$ cat src/rtl/div_clk_monitor.sv
// div_clk_monitor
// Measures the divided clock on the reference clock domain. It reports the
// rise-to-rise period and the high time in ref cycles, checks both against
// the programmed ratio, and raises lock, mismatch and loss-of-clock flags.
// Ports:
//   i_ref_clk   reference clock (rising edge)
//   i_rst_n     asynchronous active-low reset
//   i_mon_en    monitor enable; low returns to IDLE and clears everything
//   i_div_clk   divided clock under test, sampled as data
//   i_exp_ratio expected division ratio (0/1 = divider bypass, no check)
//   i_err_clr   single-cycle clear of sticky mismatch/timeout flags
//   o_period    last measured period (saturating)
//   o_high      last measured high time (saturating)
//   o_valid     one-cycle pulse when o_period/o_high update
//   o_locked    LOCK_COUNT consecutive matching periods
//   o_mismatch  sticky: a measured period failed the check
//   o_timeout   sticky: no rising edge within 2^CNT_WIDTH-1 cycles
module div_clk_monitor #(
   parameter int unsigned RATIO_WIDTH = 8,
   parameter int unsigned SYNC_STAGES = 2,
   parameter int unsigned CNT_WIDTH   = 10,
   parameter int unsigned LOCK_COUNT  = 2
) (
   input  logic                   i_ref_clk,
   input  logic                   i_rst_n,
   input  logic                   i_mon_en,
   input  logic                   i_div_clk,
   input  logic [RATIO_WIDTH-1:0] i_exp_ratio,
   input  logic                   i_err_clr,
   output logic [RATIO_WIDTH-1:0] o_period,
   output logic [RATIO_WIDTH-1:0] o_high,
   output logic                   o_valid,
   output logic                   o_locked,
   output logic                   o_mismatch,
   output logic                   o_timeout
);

   localparam logic [CNT_WIDTH-1:0] CNT_MAX   = '1;
   localparam logic [CNT_WIDTH-1:0] CNT_ONE   = CNT_WIDTH'(1);
   localparam logic [3:0]           LOCK_CNT4 = 4'(LOCK_COUNT);

   typedef enum logic [1:0] {S_IDLE, S_ARM, S_MEASURE} state_t;

   state_t                 r_state, w_state_nxt;
   logic [SYNC_STAGES-1:0] r_sync;
   logic                   r_s_d;
   logic [CNT_WIDTH-1:0]   r_wait_cnt, w_wait_nxt;
   logic [CNT_WIDTH-1:0]   r_per_cnt, w_per_nxt;
   logic [CNT_WIDTH-1:0]   r_high_cnt, w_high_nxt;
   logic [3:0]             r_match_cnt, w_match_nxt;
   logic [RATIO_WIDTH-1:0] r_exp_d;
   logic [RATIO_WIDTH-1:0] w_period_nxt, w_high_out_nxt;
   logic                   w_valid_nxt, w_locked_nxt, w_mismatch_nxt, w_timeout_nxt;
   logic                   w_mismatch_set, w_timeout_set;

   logic                   w_s, w_rise, w_exp_chg, w_check_en, w_high_ok, w_pass;
   logic [CNT_WIDTH-1:0]   w_exp_ext, w_half;
   logic [RATIO_WIDTH-1:0] w_per_sat, w_high_sat;

   assign w_s        = r_sync[SYNC_STAGES-1];
   assign w_rise     = w_s & ~r_s_d;
   assign w_exp_chg  = (i_exp_ratio != r_exp_d);
   assign w_check_en = (i_exp_ratio >= RATIO_WIDTH'(2));
   assign w_exp_ext  = CNT_WIDTH'(i_exp_ratio);
   assign w_half     = CNT_WIDTH'(i_exp_ratio >> 1);

   // Odd ratios allow either rounding of the half period for the high time.
   assign w_high_ok  = i_exp_ratio[0] ? ((r_high_cnt == w_half) || (r_high_cnt == w_half + CNT_ONE))
                                      : (r_high_cnt == w_half);
   assign w_pass     = (r_per_cnt == w_exp_ext) && w_high_ok;

   // Counts wider than the output saturate to all ones.
   assign w_per_sat  = (|r_per_cnt[CNT_WIDTH-1:RATIO_WIDTH])  ? '1 : r_per_cnt[RATIO_WIDTH-1:0];
   assign w_high_sat = (|r_high_cnt[CNT_WIDTH-1:RATIO_WIDTH]) ? '1 : r_high_cnt[RATIO_WIDTH-1:0];

   // Divided-clock synchronizer plus one delay stage for edge detection.
   always_ff @(posedge i_ref_clk or negedge i_rst_n) begin
      if (!i_rst_n) begin
         r_sync <= '0;
         r_s_d  <= 1'b0;
      end else begin
         r_sync <= {r_sync[SYNC_STAGES-2:0], i_div_clk};
         r_s_d  <= w_s;
      end
   end

   // State register.
   always_ff @(posedge i_ref_clk or negedge i_rst_n) begin
      if (!i_rst_n) r_state <= S_IDLE;
      else          r_state <= w_state_nxt;
   end

   // Next-state, counter and flag logic.
   always_comb begin
      w_state_nxt    = r_state;
      w_wait_nxt     = r_wait_cnt;
      w_per_nxt      = r_per_cnt;
      w_high_nxt     = r_high_cnt;
      w_match_nxt    = r_match_cnt;
      w_period_nxt   = o_period;
      w_high_out_nxt = o_high;
      w_valid_nxt    = 1'b0;
      w_mismatch_set = 1'b0;
      w_timeout_set  = 1'b0;

      case (r_state)
         S_IDLE: begin
            if (i_mon_en) w_state_nxt = S_ARM;
         end
         S_ARM: begin
            if (w_rise) begin
               w_wait_nxt  = '0;
               w_per_nxt   = CNT_ONE;
               w_high_nxt  = CNT_ONE;
               w_state_nxt = S_MEASURE;
            end else if (r_wait_cnt == CNT_MAX) begin
               w_timeout_set = 1'b1;
               w_wait_nxt    = '0;
               w_match_nxt   = '0;
            end else begin
               w_wait_nxt = r_wait_cnt + CNT_ONE;
            end
         end
         S_MEASURE: begin
            // A rise in the timeout cycle is treated as a normal capture.
            if (w_rise) begin
               w_period_nxt   = w_per_sat;
               w_high_out_nxt = w_high_sat;
               w_valid_nxt    = 1'b1;
               w_per_nxt      = CNT_ONE;
               w_high_nxt     = CNT_ONE;
               if (!w_check_en) begin
                  w_match_nxt = '0;
               end else if (w_pass) begin
                  w_match_nxt = (r_match_cnt >= LOCK_CNT4) ? LOCK_CNT4 : r_match_cnt + 4'd1;
               end else begin
                  w_match_nxt    = '0;
                  w_mismatch_set = 1'b1;
               end
            end else if (r_per_cnt == CNT_MAX) begin
               w_timeout_set = 1'b1;
               w_per_nxt     = '0;
               w_high_nxt    = '0;
               w_wait_nxt    = '0;
               w_match_nxt   = '0;
               w_state_nxt   = S_ARM;
            end else begin
               w_per_nxt  = r_per_cnt + CNT_ONE;
               w_high_nxt = r_high_cnt + CNT_WIDTH'(w_s);
            end
         end
         default: w_state_nxt = S_IDLE;
      endcase

      // A new expected ratio restarts lock acquisition without flagging an error.
      if (w_exp_chg) w_match_nxt = '0;

      w_mismatch_nxt = w_mismatch_set | (o_mismatch & ~i_err_clr);
      w_timeout_nxt  = w_timeout_set  | (o_timeout  & ~i_err_clr);
      w_locked_nxt   = w_check_en && (w_match_nxt == LOCK_CNT4);

      // Disable discards any partial measurement and clears all results.
      if (!i_mon_en) begin
         w_state_nxt    = S_IDLE;
         w_wait_nxt     = '0;
         w_per_nxt      = '0;
         w_high_nxt     = '0;
         w_match_nxt    = '0;
         w_period_nxt   = '0;
         w_high_out_nxt = '0;
         w_valid_nxt    = 1'b0;
         w_locked_nxt   = 1'b0;
         w_mismatch_nxt = 1'b0;
         w_timeout_nxt  = 1'b0;
      end
   end

   // Counter and output registers.
   always_ff @(posedge i_ref_clk or negedge i_rst_n) begin
      if (!i_rst_n) begin
         r_wait_cnt  <= '0;
         r_per_cnt   <= '0;
         r_high_cnt  <= '0;
         r_match_cnt <= '0;
         r_exp_d     <= '0;
         o_period    <= '0;
         o_high      <= '0;
         o_valid     <= 1'b0;
         o_locked    <= 1'b0;
         o_mismatch  <= 1'b0;
         o_timeout   <= 1'b0;
      end else begin
         r_wait_cnt  <= w_wait_nxt;
         r_per_cnt   <= w_per_nxt;
         r_high_cnt  <= w_high_nxt;
         r_match_cnt <= w_match_nxt;
         r_exp_d     <= i_exp_ratio;
         o_period    <= w_period_nxt;
         o_high      <= w_high_out_nxt;
         o_valid     <= w_valid_nxt;
         o_locked    <= w_locked_nxt;
         o_mismatch  <= w_mismatch_nxt;
         o_timeout   <= w_timeout_nxt;
      end
   end

endmodule

$ cat config.mk
export PLATFORM = sky130hd
export DESIGN_NAME = div_clk_monitor
export DESIGN_NICKNAME = d
export VERILOG_FILES = /design/src/rtl/div_clk_monitor.sv
export SDC_FILE = /design/constraint.sdc
export NUM_CORES = 1
export LEC_CHECK = 0
export BUFFER_PORTS_ARGS = -buffer_cell sky130_fd_sc_hd__buf_2
export CAP_MARGIN = 25
export CORE_ASPECT_RATIO = 1.1
export CORE_UTILIZATION = 55
export DETAILED_ROUTE_END_ITERATION = 7
export GPL_ROUTABILITY_DRIVEN = 0
export PLACE_DENSITY = 0.75
export SYNTH_ARGS = -nofsm -noshare
export SYNTH_HDL_FRONTEND = slang
export SYNTH_SLANG_ARGS = --single-unit
$ cat constraint.sdc
create_clock -name i_ref_clk -period 6.69 [get_ports i_ref_clk]
set_input_delay 0.669 -clock i_ref_clk [delete_from_list [all_inputs] [get_ports i_ref_clk]]
set_output_delay 0.669 -clock i_ref_clk [all_outputs]
set_load 0.1 [all_outputs]
==> run summary, run 1 <==
The run gives 9 as the number of buffers created by CTS. The final-report max-slew violation count was 0. Initial DRC count: 240. For the headroom to the max-slew limit, the log shows 35.71%. Yosys printed 0 warnings. After detailed routing, the total wire length is 8211 um. The post-route clock period utilization works out to 40.10%. At the worst endpoint, the required time is 6.96 ns. In this run the cell area measured after placement is 0.003837 mm2.

The worst reg2reg path endpoint is r_per_cnt[7]$_DFFE_PN0P_. The final non-filler cell area came out at 0.004079 mm2. The area share of and/or/nand/nor cells after synthesis came out at 25.48%. Derived from the worst setup path, the maximum achievable clock frequency is 372.8 MHz.

The average cell area after synthesis is 8.800 um2. The proportion of layout cells with a drive suffix above 1 was 12.67%; the shortest clock period the worst path allows after layout was 2.682 ns. The die is 80.07 um wide. Once routing completed, OpenROAD measured the worst setup slack at 4.008 ns. The detailed placement HPWL was 5834 um; the wire length of the first global-routing pass was 14030 um. The run finished with clean final reports. Relative to the synthesized area, the layout overhead comes to 10.62%. For the filler cell count in the final layout, the log shows 523. TritonCTS built the clock tree.

The most common cell in the netlist was dfrtp_1. Clock-pin slew was measured on the worst setup and hold paths at 0.07 ns. The logs give 30 for the number of placement rows and 5 for the number of search-and-repair iterations in the first detailed-routing pass. The synthesized netlist cell count was 419. The run gives 0 as the number of gates resized after CTS. IR analysis of the VDD net gives a maximum drop of 0.1765 mV. The clock passes through at most 2 buffers. The post-synthesis instance area is 0.003687 mm2, and the logic depth of the worst register-to-register path is 6. The number of vias after detailed routing was 3099.

Setup slack on the worst reg-to-reg path comes out at 4.01 ns. Counting flops with an async set or reset pin after synthesis yields a share of 100.0%. The number of nets produced by synthesis is 443. Summing the areas of all xor and xnor instances in the mapped netlist gives 8.517% of the synthesized area. Ranked by instance count, the synthesized netlist is headed by dfrtp_1, nand2_1, nor2_1. Initial antenna violation count: 0.

For this design, the sink count on the clock tree is 67. The run gives 2.95 ns as the data arrival time of the critical path. The run gives 49 as the number of library cell types mapped by synthesis.

In the routed layout, each cell is associated on average with a via count of 5.937. The count of input and output buffers works out to 32. Before CTS, the worst setup slack after placement is 3.782 ns.

The clock reaches the later pin of the worst-skew pair after 0.35 ns. The run gives 2905 as the number of global-route vias before repair. For this run, the leading register cell type out of synthesis is dfrtp_1. The buffer cell driving the clock tree root was clkbuf_8. In the post-synthesis netlist, the biggest area contributors are dfrtp_1, nand2_1, nor3_1. In the global route stage, overall resource usage came out at 26.38%. After detailed routing, the number of remaining DRC violations is 0. Across the routed clock network, the largest skew measured is 0.009595 ns. Setup repair after global routing left no endpoint under its margin. Max-cap violations in this run came to 0. The repair_antennas step left the layout with diodes totalling 0.

The logs give 0 ns for the sum of negative setup slack and 461 for the net count reported at finish. The hold-critical path depth came out at 0. Start-to-end type of the worst setup path: flop to flop.

The synthesized netlist devotes 3.733% of its cell area to adder and majority cells. The startpoint identified for the worst register-to-register timing path is r_sync[1]$_DFF_PN0_. The die is 87.88 um tall. After floorplanning, the core was sized to cover 0.006306 mm2. Launch point of the worst hold path: r_sync[0]$_DFF_PN0_.

The logs give 0 for the number of buffers added to fix hold violations after cts and 0 for the final setup violation count. The run gives 0 as the final hold violation count. The static power due to leakage was 1.846 nW.

The run gives 45.47% as the proportion of synthesized chip area in sequential cells. STA classifies the critical path endpoint as a flop. The areal power density over the cells was 282.2 mW/mm2; the largest fanout on the critical path was 14. The biggest area consumer among synthesized cells was dfrtp_1.

The tightest min-delay check is of the flop to flop type. The total overflow reported by the global router came out at 0. The count of boundary I/O pins is 33, and the effective utilization at floorplan is 58.47%. The count of H-tree levels built during CTS is 3, and the number of antenna-violating nets in the routed design is 0. STA classifies the critical path startpoint as a flop. By area, the combinational part of the netlist is dominated by simple AND/OR/NAND/NOR gates.

The flip-flop and latch count after synthesis was 67; the floorplan die area was 0.007036 mm2. The share of synthesized area in the top cell type comes to 45.47%. The synthesized netlist devotes 12.39% of its cell area to compound gates. In this run, synthesis inferred 0 flip-flops with an integrated enable. The post-detailed-route wirelength per cell is 15.73 um. The slew of the pin with the lowest slew margin is 0.9644 ns.

Hold path endpoint: r_sync[1]$_DFF_PN0_. For the total setup buffers inserted after CTS, the log shows 0. The maximum number of pins on one net before global-route repair is 68, and the mux share of post-synthesis cell area is 0%.
## where the power goes
part | total, mW | leakage [nW] | internal, mW | switching, mW
registers | 0.459 | 0.903 | 0.433 | 0.0258
clock network | 0.410 | 0.123 | 0.257 | 0.153
logic | 0.283 | 0.820 | 0.0788 | 0.204
## flip-flops by register name, summed over array words and instances, names as in the netlist, 2 cells and up
name	count
o_period	8
r_per_cnt	10
r_match_cnt	4
r_wait_cnt	10
r_high_cnt	10
r_sync	2
r_state	2
r_exp_d	8
o_high	8
## worst max-delay path, cell delays in order (launching register included)
cell and delay, ns:
dfrtp_1 0.42, nor2b_1 0.49, nor2_1 0.12, o21ai_1 0.68
nand4_1 0.36, or3_1 0.39, a21oi_1 0.14
## per-stage QoR
| stage | utilization [%] | total power [mW] | cells | hold slack (ns) |
|---|---|---|---|---|
| after CTS | 64.68 | 1.154 | 522 | 0.3565 |
| after floorplan | - | 0.6848 | 419 | 0.3312 |
| after global routing | 64.68 | 1.219 | 522 | 0.3713 |
| after detailed placement | 60.85 | 0.7470 | 506 | 0.3404 |
| after global placement | 60.85 | 0.7408 | 506 | 0.3380 |
| final | 64.68 | 1.151 | 522 | 0.3554 |
## cell type report
type                            instances  area (um2)  area share (%)
Sequential cell                        67        1677           41.10
Clock buffer                           11       141.4           3.466
Multi-Input combinational cell        314        1848           45.31
Inverter                               12       45.04           1.104
Tap cell                               80       100.1           2.454
Timing Repair Buffer                   33       167.7           4.110
Clock inverter                          5       100.1           2.454
## placed cells by master, fill, tap and decap left out, types with 2 or more instances in the layout
| master | n |
|---|---|
| nor2_1 | 44 |
| ha_1 | 11 |
| and2_1 | 2 |
| buf_2 | 32 |
| or3_1 | 5 |
| clkinv_2 | 2 |
| o21ai_1 | 23 |
| and3_1 | 9 |
| o31ai_1 | 3 |
| nand2b_1 | 4 |
| inv_1 | 11 |
| or2_1 | 5 |
| bufinv_16 | 3 |
| clkbuf_8 | 10 |
| nor2b_1 | 3 |
| xor2_1 | 21 |
| nor4_1 | 8 |
| o41ai_1 | 3 |
| nand2_1 | 50 |
| o21ai_0 | 15 |
| dfrtp_1 | 67 |
| xnor2_1 | 13 |
| a21oi_1 | 14 |
| nand4_1 | 11 |
| o2111ai_1 | 2 |
| nand3_1 | 10 |
| nor3_1 | 37 |
| a211oi_1 | 2 |
## cells by family after synthesis
family          count (synthesis)
flops                          67
buf+inv                        38
fa+ha+maj                      11
simple gates                  194
compound gates                 74
xor+xnor                       35
## per-layer routing
metal / track usage [%] / vias to the layer above / wire length (um)
met5: 0 / - / 0
met4: 12.99 / 0 / 276
met3: 6.667 / 23 / 505
met2: 40.33 / 100 / 3707
met1: 35.03 / 1482 / 3722
li1: - / 1494 / -
## worst max-delay path by stage
| stage | from | endpoint | slack, ns | cells after the start |
|---|---|---|---|---|
| after floorplan | i_exp_ratio[7] | o_locked$_DFF_PN0_ | 4.14 | 8 |
| after CTS | r_sync[1]$_DFF_PN0_ | r_per_cnt[7]$_DFFE_PN0P_ | 4.07 | 6 |
| after detailed placement | i_exp_ratio[1] | o_locked$_DFF_PN0_ | 3.78 | 8 |
| final | r_sync[1]$_DFF_PN0_ | r_per_cnt[7]$_DFFE_PN0P_ | 4.01 | 6 |
| after global routing | r_sync[1]$_DFF_PN0_ | r_per_cnt[7]$_DFFE_PN0P_ | 3.70 | 6 |
| after global placement | i_exp_ratio[1] | o_locked$_DFF_PN0_ | 3.85 | 8 |
Note: power is estimated with default switching activity, not from simulation.
==> run 2: changes to the inputs <==
==> constraint.sdc (replaced) <==
create_clock -name i_ref_clk -period 2.7 [get_ports i_ref_clk]
set_input_delay 0.27 -clock i_ref_clk [delete_from_list [all_inputs] [get_ports i_ref_clk]]
set_output_delay 0.27 -clock i_ref_clk [all_outputs]
set_load 0.1 [all_outputs]
==> run summary, run 2 (same netlist as run 1, synthesis figures left out) <==
The flow ran to the end, and the final reports show no timing, DRC or antenna violations. Kind of path behind the tightest hold check: input port to flop. For the placeable core region, the log shows 0.006306 mm2 (unchanged). The critical path is of the flop to flop type.

The run gives 64.80% (+0.12 points) as the utilization after layout. The number of antenna-violating nets in the routed design was 0 (unchanged); the static power due to leakage was 1.856 nW (+0.56%). The areal power density over the cells was 660.5 mW/mm2 (+130%).

The tools report the hold path endpoint as r_sync[0]$_DFF_PN0_. The run gives 0 (unchanged) as the max-cap violation count. The tools report the number of global-route vias before repair as 2992 (+3.0%).

The initial DRC count is 224 (-6.7%). Clock transition at the register clock pins on the worst setup and hold paths after CTS: 0.07 ns (about the same). Wire length of the first global-routing pass: 13900 um (-0.93%). The area added between synthesis and finish is 10.82%. The final setup violation count was 0 (unchanged). Vertical die dimension: 87.88 um (unchanged). For the setup slack of the worst register-to-register path, the log shows 0.18 ns (-3.83 ns). The count of input and output buffers is 32 (unchanged). The tools report the headroom to the max-slew limit as 57.85% (+22 points). Detailed placement HPWL: 5841 um (+0.12%).

The maximum operating frequency is 396.3 MHz (+6.3%). The clock sink count was 67 (unchanged); the width of the die was 80.07 um (unchanged). The power consumption was 2.699 mW (+130%). The global-route met2 utilization came out at 41.34% (+1.0 points).

Setup repair after global routing left no endpoint under its margin. The met3 capacity usage during global routing is 4.688% (-2.0 points), and the maximum ir drop on the vdd rail is 0.4825 mV (+170%). The post-detailed-route wirelength per cell works out to 15.33 um (-2.6%).

Clock latency on the worst-skew pair: 0.35 ns (about the same). The shortest clock period the worst path allows after layout is 2.523 ns (-0.1591 ns), and the net count reported at finish is 468 (+1.5%). The final non-filler cell area is 0.004086 mm2 (+0.18%).

TritonCTS built the clock tree. The logs give 38 (-44%) for the maximum number of pins on one net before global-route repair and 3 (unchanged) for the count of H-tree levels built during CTS. For the required time of the critical path, the log shows 2.92 ns (-4.04 ns). In this run the most critical hold path is launched from i_div_clk. The most common library cell in the layout ignoring fill and taps is dfrtp_1.

In this run the critical register-to-register path is captured at o_locked$_DFF_PN0_. Largest fanout on the critical path: 7 (-7). The floorplan die area was 0.007036 mm2 (unchanged). Global-route usage over all layers: 25.98% (-0.40 points). The tools report the nature of the critical path endpoint as a flop.

The proportion of layout cells with a drive suffix above 1 is 13.81% (+1.1 points). The logic depth of the worst register-to-register path came out at 7 (+1). The post-route clock skew is 0.01131 ns (+0.001712 ns), and the number of vias after detailed routing is 3087 (-0.39%). The most heavily used metal layer in global routing is met2. The data arrival time of the critical path was 2.74 ns (-0.21 ns); the post-route clock period utilization was 93.45% (+53 points). The run gives 0 (unchanged) as the remaining design rule violation count. The per-cell via count in the routed design was 5.836 (-1.7%); the slew of the pin with the lowest slew margin was 0.6322 ns (-0.3322 ns).

The largest buffer count on any clock path came out at 2 (unchanged). Clock tree synthesis selected as its root buffer the cell clkbuf_8. The number of placement rows came out at 30 (unchanged). The number of buffers created by CTS was 9 (unchanged); the hold-critical path depth was 1 (+1).

The initial antenna violation count is 0 (unchanged). The tools report the startpoint class of the critical path as a flop. In the layout the commonest cells are dfrtp_1, nand2_1, nor2_1, nor3_1, buf_2. The total overflow reported by the global router was 0 (unchanged). Final-report max-slew violation count: 0 (unchanged).

Number of gates resized after CTS: 0 (unchanged). The antenna cell count is 0 (unchanged). The tools report the cell area reported after detailed placement as 0.003882 mm2 (+1.2%). The routing usage on met1 was 33.82% (-1.2 points). Final hold violation count: 0 (unchanged). The run gives 0.02682 ns (-0.3286 ns) as the worst hold slack. The tools report the effective utilization at floorplan as 58.47% (unchanged). The sum of routed wire length over all layers is 8108 um (-1.3%), and the number of search-and-repair iterations in the first detailed-routing pass is 5 (unchanged).

The total setup buffers inserted after CTS was 0 (unchanged). Sum of negative setup slack: 0 ns (unchanged). Count of boundary I/O pins: 33 (unchanged). The largest registers in the layout are r_high_cnt (10), r_per_cnt (10), r_wait_cnt (10).

The worst flop-to-flop path startpoint is r_high_cnt[6]$_DFFE_PN0P_.
[run 2: cell count changes in the layout (fill, tap and decap cells not counted)]
cell | before | now
buf_4 | 1 | 7
bufinv_16 | 3 | 1
clkinv_2 | 2 | 3
clkinvlp_4 | 0 | 1
dlygate4sd3_1 | 0 | 1
[run 2: power by group]
part	switching, mW	internal (mW)
sequential	0.0651	1.07
clock	0.386	0.447
combinational	0.512	0.217
total	0.962	1.74
[run 2: how the worst max path moves through the flow]
stage,startpoint,endpoint,slack [ns],depth (start not counted)
final,r_high_cnt[6]$_DFFE_PN0P_,o_locked$_DFF_PN0_,0.18,7
after global routing,r_per_cnt[0]$_DFFE_PN0P_,r_wait_cnt[9]$_DFFE_PN0P_,0.07,7
after floorplan,r_high_cnt[6]$_DFFE_PN0P_,o_locked$_DFF_PN0_,0.46,8
after CTS,r_high_cnt[6]$_DFFE_PN0P_,o_locked$_DFF_PN0_,0.18,7
after detailed placement,i_exp_ratio[1],o_locked$_DFF_PN0_,0.14,8
after global placement,i_exp_ratio[1],o_locked$_DFF_PN0_,0.26,8
[run 2: layout make-up]
class	instances	area, um2
fillers	516	2220
multi-input cells	314	1848
flip-flops and latches	67	1677
repair buffers	40	222.7
clock buffers	11	141.4
well taps	80	100.1
clock inverters	5	52.55
inverters	12	45.04
[run 2: what timing repair did]
item                       in CTS  in global routing
hold endpoints to repair        3                  0
hold buffers                    1                  0
setup endpoints to repair       0                  0
[run 2: metal layers]
layer / vias up / part of all wire (%) / wire length, um
li1: 1507 / - / -
met1: 1455 / 45 / 3675
met2: 102 / 46 / 3745
met3: 23 / 5.4 / 440
met4: 0 / 3.0 / 246
met5: - / 0 / 0
[run 2: critical path, stage by stage (launching register included)]
cell,delay [ns]
dfrtp_1,0.48
xor2_2,0.25
or4_4,0.50
a311oi_2,0.24
o2111ai_1,0.23
a2111oi_2,0.44
o21ai_1,0.12
nor4bb_1,0.14
[run 2: through the flow]
step	instances	setup slack, ns
final	529	0.1768
after detailed placement	512	0.1415
after floorplan	419	0.4606
after global routing	529	0.06815
after CTS	529	0.1769
after global placement	512	0.2580
